<file path="config.mk">
export PLATFORM = sky130hd
export DESIGN_NAME = snake_dir_ctrl_flat
export DESIGN_NICKNAME = d
export VERILOG_FILES = /design/src/rtl/snake_pkg.sv /design/src/rtl/snake_dir_ctrl_if.sv /design/src/rtl/dir_fifo.sv /design/src/rtl/snake_dir_ctrl.sv /design/src/flat_wrapper.sv
export SDC_FILE = /design/constraint.sdc
export NUM_CORES = 1
export LEC_CHECK = 0
export BUFFER_PORTS_ARGS = -buffer_cell sky130_fd_sc_hd__clkbuf_2
export CORE_MARGIN = 5
export CORE_UTILIZATION = 35
export DETAILED_ROUTE_END_ITERATION = 8
export GPL_TIMING_DRIVEN = 1
export PLACE_DENSITY = 0.59
export REMOVE_ABC_BUFFERS = 1
export SYNTH_ARGS = -nofsm -noshare
export SYNTH_HDL_FRONTEND = slang
export SYNTH_SLANG_ARGS = --single-unit
export TNS_END_PERCENT = 30
</file>
<file path="constraint.sdc">
create_clock -name clk -period 3.1 [get_ports clk]
set_clock_uncertainty 0.05 [all_clocks]
set_input_delay 0.62 -clock clk [delete_from_list [all_inputs] [get_ports clk]]
set_output_delay 0.62 -clock clk [all_outputs]
set_load 0.02 [all_outputs]
</file>
<file path="src/rtl/snake_pkg.sv">
// rtl/snake_pkg.sv - shared direction, scancode and parser-state definitions for snake steering
package snake_pkg;

   localparam logic [2:0] DIR_RIGHT = 3'b000;
   localparam logic [2:0] DIR_UP    = 3'b001;
   localparam logic [2:0] DIR_LEFT  = 3'b010;
   localparam logic [2:0] DIR_DOWN  = 3'b011;

   localparam logic [7:0] SC_EXT   = 8'hE0;
   localparam logic [7:0] SC_BRK   = 8'hF0;
   localparam logic [7:0] SC_LEFT  = 8'h6B;
   localparam logic [7:0] SC_DOWN  = 8'h72;
   localparam logic [7:0] SC_RIGHT = 8'h74;
   localparam logic [7:0] SC_UP    = 8'h75;
   localparam logic [7:0] SC_SPACE = 8'h29;

   typedef logic [1:0] parse_state_t;
   localparam parse_state_t PS_IDLE    = 2'd0;
   localparam parse_state_t PS_EXT     = 2'd1;
   localparam parse_state_t PS_BRK     = 2'd2;
   localparam parse_state_t PS_EXT_BRK = 2'd3;

   // Opposite directions share bit0 and differ only in bit1.
   function automatic logic is_opposite(input logic [2:0] a, input logic [2:0] b);
      return (a ^ b) == 3'b010;
   endfunction

   // Returns {hit, direction}; hit is 0 for non-arrow bytes.
   function automatic logic [3:0] decode_arrow(input logic [7:0] c);
      case (c)
         SC_LEFT:  return {1'b1, DIR_LEFT};
         SC_DOWN:  return {1'b1, DIR_DOWN};
         SC_RIGHT: return {1'b1, DIR_RIGHT};
         SC_UP:    return {1'b1, DIR_UP};
         default:  return 4'b0000;
      endcase
   endfunction

endpackage

</file>
<file path="src/rtl/snake_dir_ctrl_if.sv">
// rtl/snake_dir_ctrl_if.sv - scancode/tick inputs and steering outputs of snake_dir_ctrl
interface snake_dir_ctrl_if;
   logic       code_valid;
   logic [7:0] code;
   logic       tick;
   logic [2:0] dir;
   logic       dir_step;
   logic       paused;
   logic [1:0] q_count;

   modport master (output code_valid, code, tick, input dir, dir_step, paused, q_count);
   modport slave  (input code_valid, code, tick, output dir, dir_step, paused, q_count);
endinterface

</file>
<file path="src/rtl/dir_fifo.sv">
// rtl/dir_fifo.sv - two-entry direction FIFO accepting push+pop together when full
module dir_fifo (
   input  logic       clk,
   input  logic       reset,
   input  logic       push,
   input  logic       pop,
   input  logic [2:0] din,
   output logic [2:0] head,
   output logic [2:0] tail,
   output logic [1:0] count
);

   logic [2:0] mem0_q, mem0_d;
   logic [2:0] mem1_q, mem1_d;
   logic [1:0] count_q, count_d;
   logic       pop_ok, push_ok;
   logic [1:0] cnt_mid;

   // Pop shifts entry 1 down first, then the push lands at the post-pop fill level.
   always_comb begin
      pop_ok  = pop && (count_q != 2'd0);
      push_ok = push && ((count_q != 2'd2) || pop_ok);
      cnt_mid = count_q - {1'b0, pop_ok};
      mem0_d  = pop_ok ? mem1_q : mem0_q;
      mem1_d  = mem1_q;
      if (push_ok) begin
         if (cnt_mid == 2'd0) mem0_d = din;
         else                 mem1_d = din;
      end
      count_d = cnt_mid + {1'b0, push_ok};
   end

   // Storage and fill-level registers.
   always_ff @(posedge clk) begin
      if (reset) begin
         mem0_q  <= 3'b000;
         mem1_q  <= 3'b000;
         count_q <= 2'd0;
      end else begin
         mem0_q  <= mem0_d;
         mem1_q  <= mem1_d;
         count_q <= count_d;
      end
   end

   assign head  = mem0_q;
   assign tail  = (count_q == 2'd2) ? mem1_q : mem0_q;
   assign count = count_q;

endmodule

</file>
<file path="src/rtl/snake_dir_ctrl.sv">
// rtl/snake_dir_ctrl.sv - PS/2 steering parser, turn filter, pause and per-tick turn sequencer
module snake_dir_ctrl
   import snake_pkg::*;
#(
   parameter logic [2:0] INIT_DIR = DIR_RIGHT
) (
   input  logic              clk,
   input  logic              reset,
   snake_dir_ctrl_if.slave   bus
);

   parse_state_t state_q, state_d;
   logic [2:0]   dir_q, dir_d;
   logic         dir_step_q, dir_step_d;
   logic         paused_q, paused_d;
   logic         space_held_q, space_held_d;

   logic         make_ev, brk_ev;
   logic [3:0]   arrow;
   logic [2:0]   ref_dir;
   logic         step_ok, push, space_make, space_brk;
   logic [2:0]   fifo_head, fifo_tail;
   logic [1:0]   fifo_count;

   // Prefix parser: E0 always restarts an extended sequence, F0 arms a break.
   always_comb begin
      state_d = state_q;
      make_ev = 1'b0;
      brk_ev  = 1'b0;
      if (bus.code_valid) begin
         if (bus.code == SC_EXT) begin
            state_d = PS_EXT;
         end else begin
            case (state_q)
               PS_IDLE: begin
                  if (bus.code == SC_BRK) state_d = PS_BRK;
                  else                    make_ev = 1'b1;
               end
               PS_EXT: begin
                  if (bus.code == SC_BRK) begin
                     state_d = PS_EXT_BRK;
                  end else begin
                     make_ev = 1'b1;
                     state_d = PS_IDLE;
                  end
               end
               default: begin
                  brk_ev  = 1'b1;
                  state_d = PS_IDLE;
               end
            endcase
         end
      end
   end

   // Turn filter against the newest pending turn, pause toggling and tick-driven pop.
   always_comb begin
      arrow        = decode_arrow(bus.code);
      step_ok      = bus.tick && !paused_q;
      ref_dir      = (fifo_count != 2'd0) ? fifo_tail : dir_q;
      push         = make_ev && arrow[3] && !paused_q &&
                     (arrow[2:0] != ref_dir) && !is_opposite(arrow[2:0], ref_dir);
      dir_d        = (step_ok && (fifo_count != 2'd0)) ? fifo_head : dir_q;
      dir_step_d   = step_ok;
      space_make   = make_ev && (bus.code == SC_SPACE);
      space_brk    = brk_ev && (bus.code == SC_SPACE);
      paused_d     = paused_q ^ (space_make && !space_held_q);
      space_held_d = space_held_q;
      if (space_make)     space_held_d = 1'b1;
      else if (space_brk) space_held_d = 1'b0;
   end

   // Control and output registers.
   always_ff @(posedge clk) begin
      if (reset) begin
         state_q      <= PS_IDLE;
         dir_q        <= INIT_DIR;
         dir_step_q   <= 1'b0;
         paused_q     <= 1'b0;
         space_held_q <= 1'b0;
      end else begin
         state_q      <= state_d;
         dir_q        <= dir_d;
         dir_step_q   <= dir_step_d;
         paused_q     <= paused_d;
         space_held_q <= space_held_d;
      end
   end

   dir_fifo u_fifo (
      .clk   (clk),
      .reset (reset),
      .push  (push),
      .pop   (step_ok),
      .din   (arrow[2:0]),
      .head  (fifo_head),
      .tail  (fifo_tail),
      .count (fifo_count)
   );

   assign bus.dir      = dir_q;
   assign bus.dir_step = dir_step_q;
   assign bus.paused   = paused_q;
   assign bus.q_count  = fifo_count;

endmodule

</file>
<file path="src/flat_wrapper.sv">
// flat-port wrapper written by rule: the top's interface ports become plain ports
module snake_dir_ctrl_flat import snake_pkg::*;
#(
   parameter logic [2:0] INIT_DIR = DIR_RIGHT
)
  (clk, reset, bus_code_valid, bus_code, bus_tick, bus_dir, bus_dir_step, bus_paused, bus_q_count);
  snake_dir_ctrl_if bus_i ();
  input  logic clk;
  input  logic reset;
  input wire logic [$bits(bus_i.code_valid)-1:0] bus_code_valid;
  input wire logic [$bits(bus_i.code)-1:0] bus_code;
  input wire logic [$bits(bus_i.tick)-1:0] bus_tick;
  output wire logic [$bits(bus_i.dir)-1:0] bus_dir;
  output wire logic [$bits(bus_i.dir_step)-1:0] bus_dir_step;
  output wire logic [$bits(bus_i.paused)-1:0] bus_paused;
  output wire logic [$bits(bus_i.q_count)-1:0] bus_q_count;
  assign bus_i.code_valid = bus_code_valid;
  assign bus_i.code = bus_code;
  assign bus_i.tick = bus_tick;
  assign bus_dir = bus_i.dir;
  assign bus_dir_step = bus_i.dir_step;
  assign bus_paused = bus_i.paused;
  assign bus_q_count = bus_i.q_count;
  snake_dir_ctrl #(.INIT_DIR(INIT_DIR)) u_core (.clk(clk), .reset(reset), .bus(bus_i));
endmodule
</file>
==> impl_metrics.sql <==
INSERT INTO impl_metrics (metric_group, metric, value, unit) VALUES
('drt', 'post-route-drc-count', '0', ''),
('clocking', 'cts_hold_buffers', '0', ''),
('hold_path', 'whs_endpoint', 'u_core.bus.dir[0]', ''),
('clocking', 'cts_tree', 'built', ''),
('power', 'peakVddDrop', '0.000202', 'V'),
('clocking', 'cts-htree-levels', '1', ''),
('clocking', 'numCtsBuffers', '3', ''),
('clocking', 'cts_root_buf', 'clkbuf_4', ''),
('clocking', 'cts.sinks', '14', ''),
('cells_and_area', 'syn_to_final_growth', '18.3', '%'),
('placed_design', 'hpwl', '1420', 'µm'),
('status', 'outcome', 'complete, no violations', ''),
('placed_design', 'gp_congestion', '0.838', ''),
('cells_and_area', 'final_layout_size_suffix_gt1_frac', '0.265', ''),
('setup_path', 'reg2reg_from', 'u_core.bus.paused', ''),
('synthesis', 'post_synth.cell_area_avg', '9.02', 'µm²'),
('setup_path', 'r2r_path_end', 'u_core.u_fifo.head[0]', ''),
('synthesis', 'post-synth-top-area-fraction', '0.338', ''),
('synthesis', 'synth_fa_ha_area_frac', '0.0302', ''),
('die', 'rows', '17', ''),
('setup_path', 'worst_setup_path_end_kind', 'flip-flop', ''),
('synthesis', 'synth_most_common_cell', 'dfxtp_1', ''),
('timing', 'fin_crit_sh', '0.717', ''),
('die', 'floorplan.die.height', '58.7', 'µm'),
('global_route', 'antenna_found_initial', '0', ''),
('clocking', 'worst_skew_pair.late_latency', '0.28', 'ns'),
('synthesis', 'post_synth_inst_count', '92', ''),
('die', 'die-width', '58.7', 'µm'),
('timing', 'max_slew_margin', '0.560', ''),
('synthesis', 'synthTopCellsByCount', 'dfxtp_1 (14), nor2_1 (11), a21oi_1 (8)', ''),
('power', 'static-leakage-power', '0.382', 'nW'),
('drt', 'drt-vias-per-instance', '5.16', ''),
('global_route', 'first_pass_grt_wire_length', '3030', 'µm'),
('hold_path', 'min_delay_path_depth', '2', ''),
('synthesis', 'synthMuxAreaShare', '0.0905', ''),
('hold_path', 'hold_start', 'u_core.u_fifo.head[0]', ''),
('clocking', 'post_cts_buffers', '0', ''),
('synthesis', 'area_leader_netlist', 'dfxtp_1', ''),
('clocking', 'ctsResizeCount', '0', ''),
('setup_path', 'critical_path_class', 'reg2reg', ''),
('cells_and_area', 'layout.nets', '129', ''),
('drt', 'routed_wl', '1790', 'µm'),
('synthesis', 'synth_edf_count', '0', ''),
('drt', 'routed-via-count', '727', ''),
('synthesis', 'synth_flop_cell', 'dfxtp_1', ''),
('setup_path', 'worst-path-max-fanout', '7', ''),
('clocking', 'ctsLongestPathBuffers', '2', ''),
('synthesis', 'cell_area_after_synthesis', '830', 'µm²'),
('power', 'totalPowerFinal', '383', 'µW'),
('drt', 'ant_nets', '0', ''),
('timing', 'setup-violations-final', '0', ''),
('setup_path', 'crit_path_start_kind', 'flip-flop', ''),
('timing', 'report.final.slew_viol_count', '0', ''),
('timing', 'fin_tns_setup', '0', 'ns'),
('synthesis', 'yosys-top-cells-area', 'dfxtp_1 (34%), nor2_1 (5.0%), a21oi_1 (4.8%), a211oi_2 (4.5%), mux2i_1 (3.6%)', ''),
('synthesis', 'ys_seq_elements', '14', ''),
('global_route', 'maximum_number_of_pins_on_one_net_before_global_route_repair', '17', ''),
('placed_design', 'post-place-ws', '0.651', 'ns'),
('setup_path', 'worstRegToRegCells', '8', ''),
('drt', 'drt_iter0_drc', '13', ''),
('job', 'timing.max_cap.violations', '0', ''),
('synthesis', 'yosys_warnings', '0', ''),
('synthesis', 'synth_seq_area_share', '0.338', ''),
('synthesis', 'synthArstFlopShare', '0', ''),
('synthesis', 'synth_compound_gate_area_share', '0.164', ''),
('setup_path', 'worst_ep_arrival_time', '2.34', 'ns'),
('synthesis', 'combinational_family_with_the_most_area_after_synthesis', 'simple AND/OR/NAND/NOR gates', ''),
('timing', 'fmax', '450', 'MHz'),
('synthesis', 'post_synth_xor_area_fraction', '0.0422', ''),
('synthesis', 'synth_simple_gate_area_share', '0.312', ''),
('die', 'core', '2230', 'µm²');
per-layer routing:
| metal | track usage | vias to the layer above | routed length [µm] |
|---|---|---|---|
| met5 | 0 | - | 0 |
| met4 | 0.0388 | 0 | 14 |
| met3 | 0.0417 | 3 | 88 |
| met2 | 0.185 | 18 | 888 |
| met1 | 0.140 | 328 | 802 |
| li1 | - | 378 | - |
cell families after synthesis:
kind of cell    after synthesis
simple gates                 42
fa+ha+maj                     2
compound gates               18
mux                           7
buf+inv                       5
xor+xnor                      4
flops                        14
sequential cells by signal (all words and copies together) (netlist names):
name / cells
u_core.u_fifo.head: 3
u_core.bus.paused: 1
u_core.bus.dir: 3
u_core.state_q: 1
u_core.bus.dir_step: 1
u_core.u_fifo.count: 2
u_core.space_held_q: 1
u_core.u_fifo.mem1_q: 2
where the power goes:
group          internal (mW)  switching, mW
clock                 0.0451         0.0583
sequential             0.185        0.00837
combinational         0.0352         0.0514
critical path, stage by stage (launching register included):
cell and delay [ns]:
dfxtp_1 0.42, nand2b_1 0.21, nor2_1 0.07, buf_4 0.17, ha_1 0.19, xnor2_1 0.27, nand2_1 0.11, a211oi_2 0.27
mux2_1 0.35
layout make-up:
cell class	instances	area, µm²
clock buffers	3	22.5
fillers	239	1250
flip-flops and latches	14	280
inverters	4	15.0
multi-input cells	73	531
well taps	28	35.0
repair buffers	19	97.6
metrics by stage:
| stage | utilization | cells | instance area (µm²) | hold slack (ns) |
|---|---|---|---|---|
| after global placement | 0.429 | 138 | 958 | 0.411 |
| after detailed placement | 0.429 | 138 | 958 | 0.421 |
| after CTS | 0.439 | 141 | 981 | 0.434 |
| after global routing | 0.439 | 141 | 981 | 0.472 |
| after floorplan | - | 91 | 826 | 0.384 |
| final | 0.439 | 141 | 981 | 0.430 |
how the worst max path moves through the flow:
stage                                   end  cells after the start         startpoint  slack [ns]
CTS                   u_core.u_fifo.head[0]                      8  u_core.bus.paused        0.88
detailed placement    u_core.u_fifo.head[0]                      9           bus_tick        0.65
finish                u_core.u_fifo.head[0]                      8  u_core.bus.paused        0.88
global route          u_core.u_fifo.head[0]                      8  u_core.bus.paused        0.71
global placement      u_core.u_fifo.head[1]                      9           bus_tick        0.69
floorplan           u_core.u_fifo.mem1_q[0]                      7           bus_tick        0.84
placed cells by master, fill, tap and decap left out, drive strengths merged, types with 2 or more instances in the layout:
cell type   n
xnor2       3
clkbuf     21
a21oi       8
mux2        4
nand2b      2
ha          2
nand2       6
inv         4
dfxtp      14
mux2i       3
nor3b       4
a211oi      3
a2111oi     2
nand3b      3
nor2b       4
nor2       11
or3b        2
o21ai       4
(Power assumes the default switching activity.)
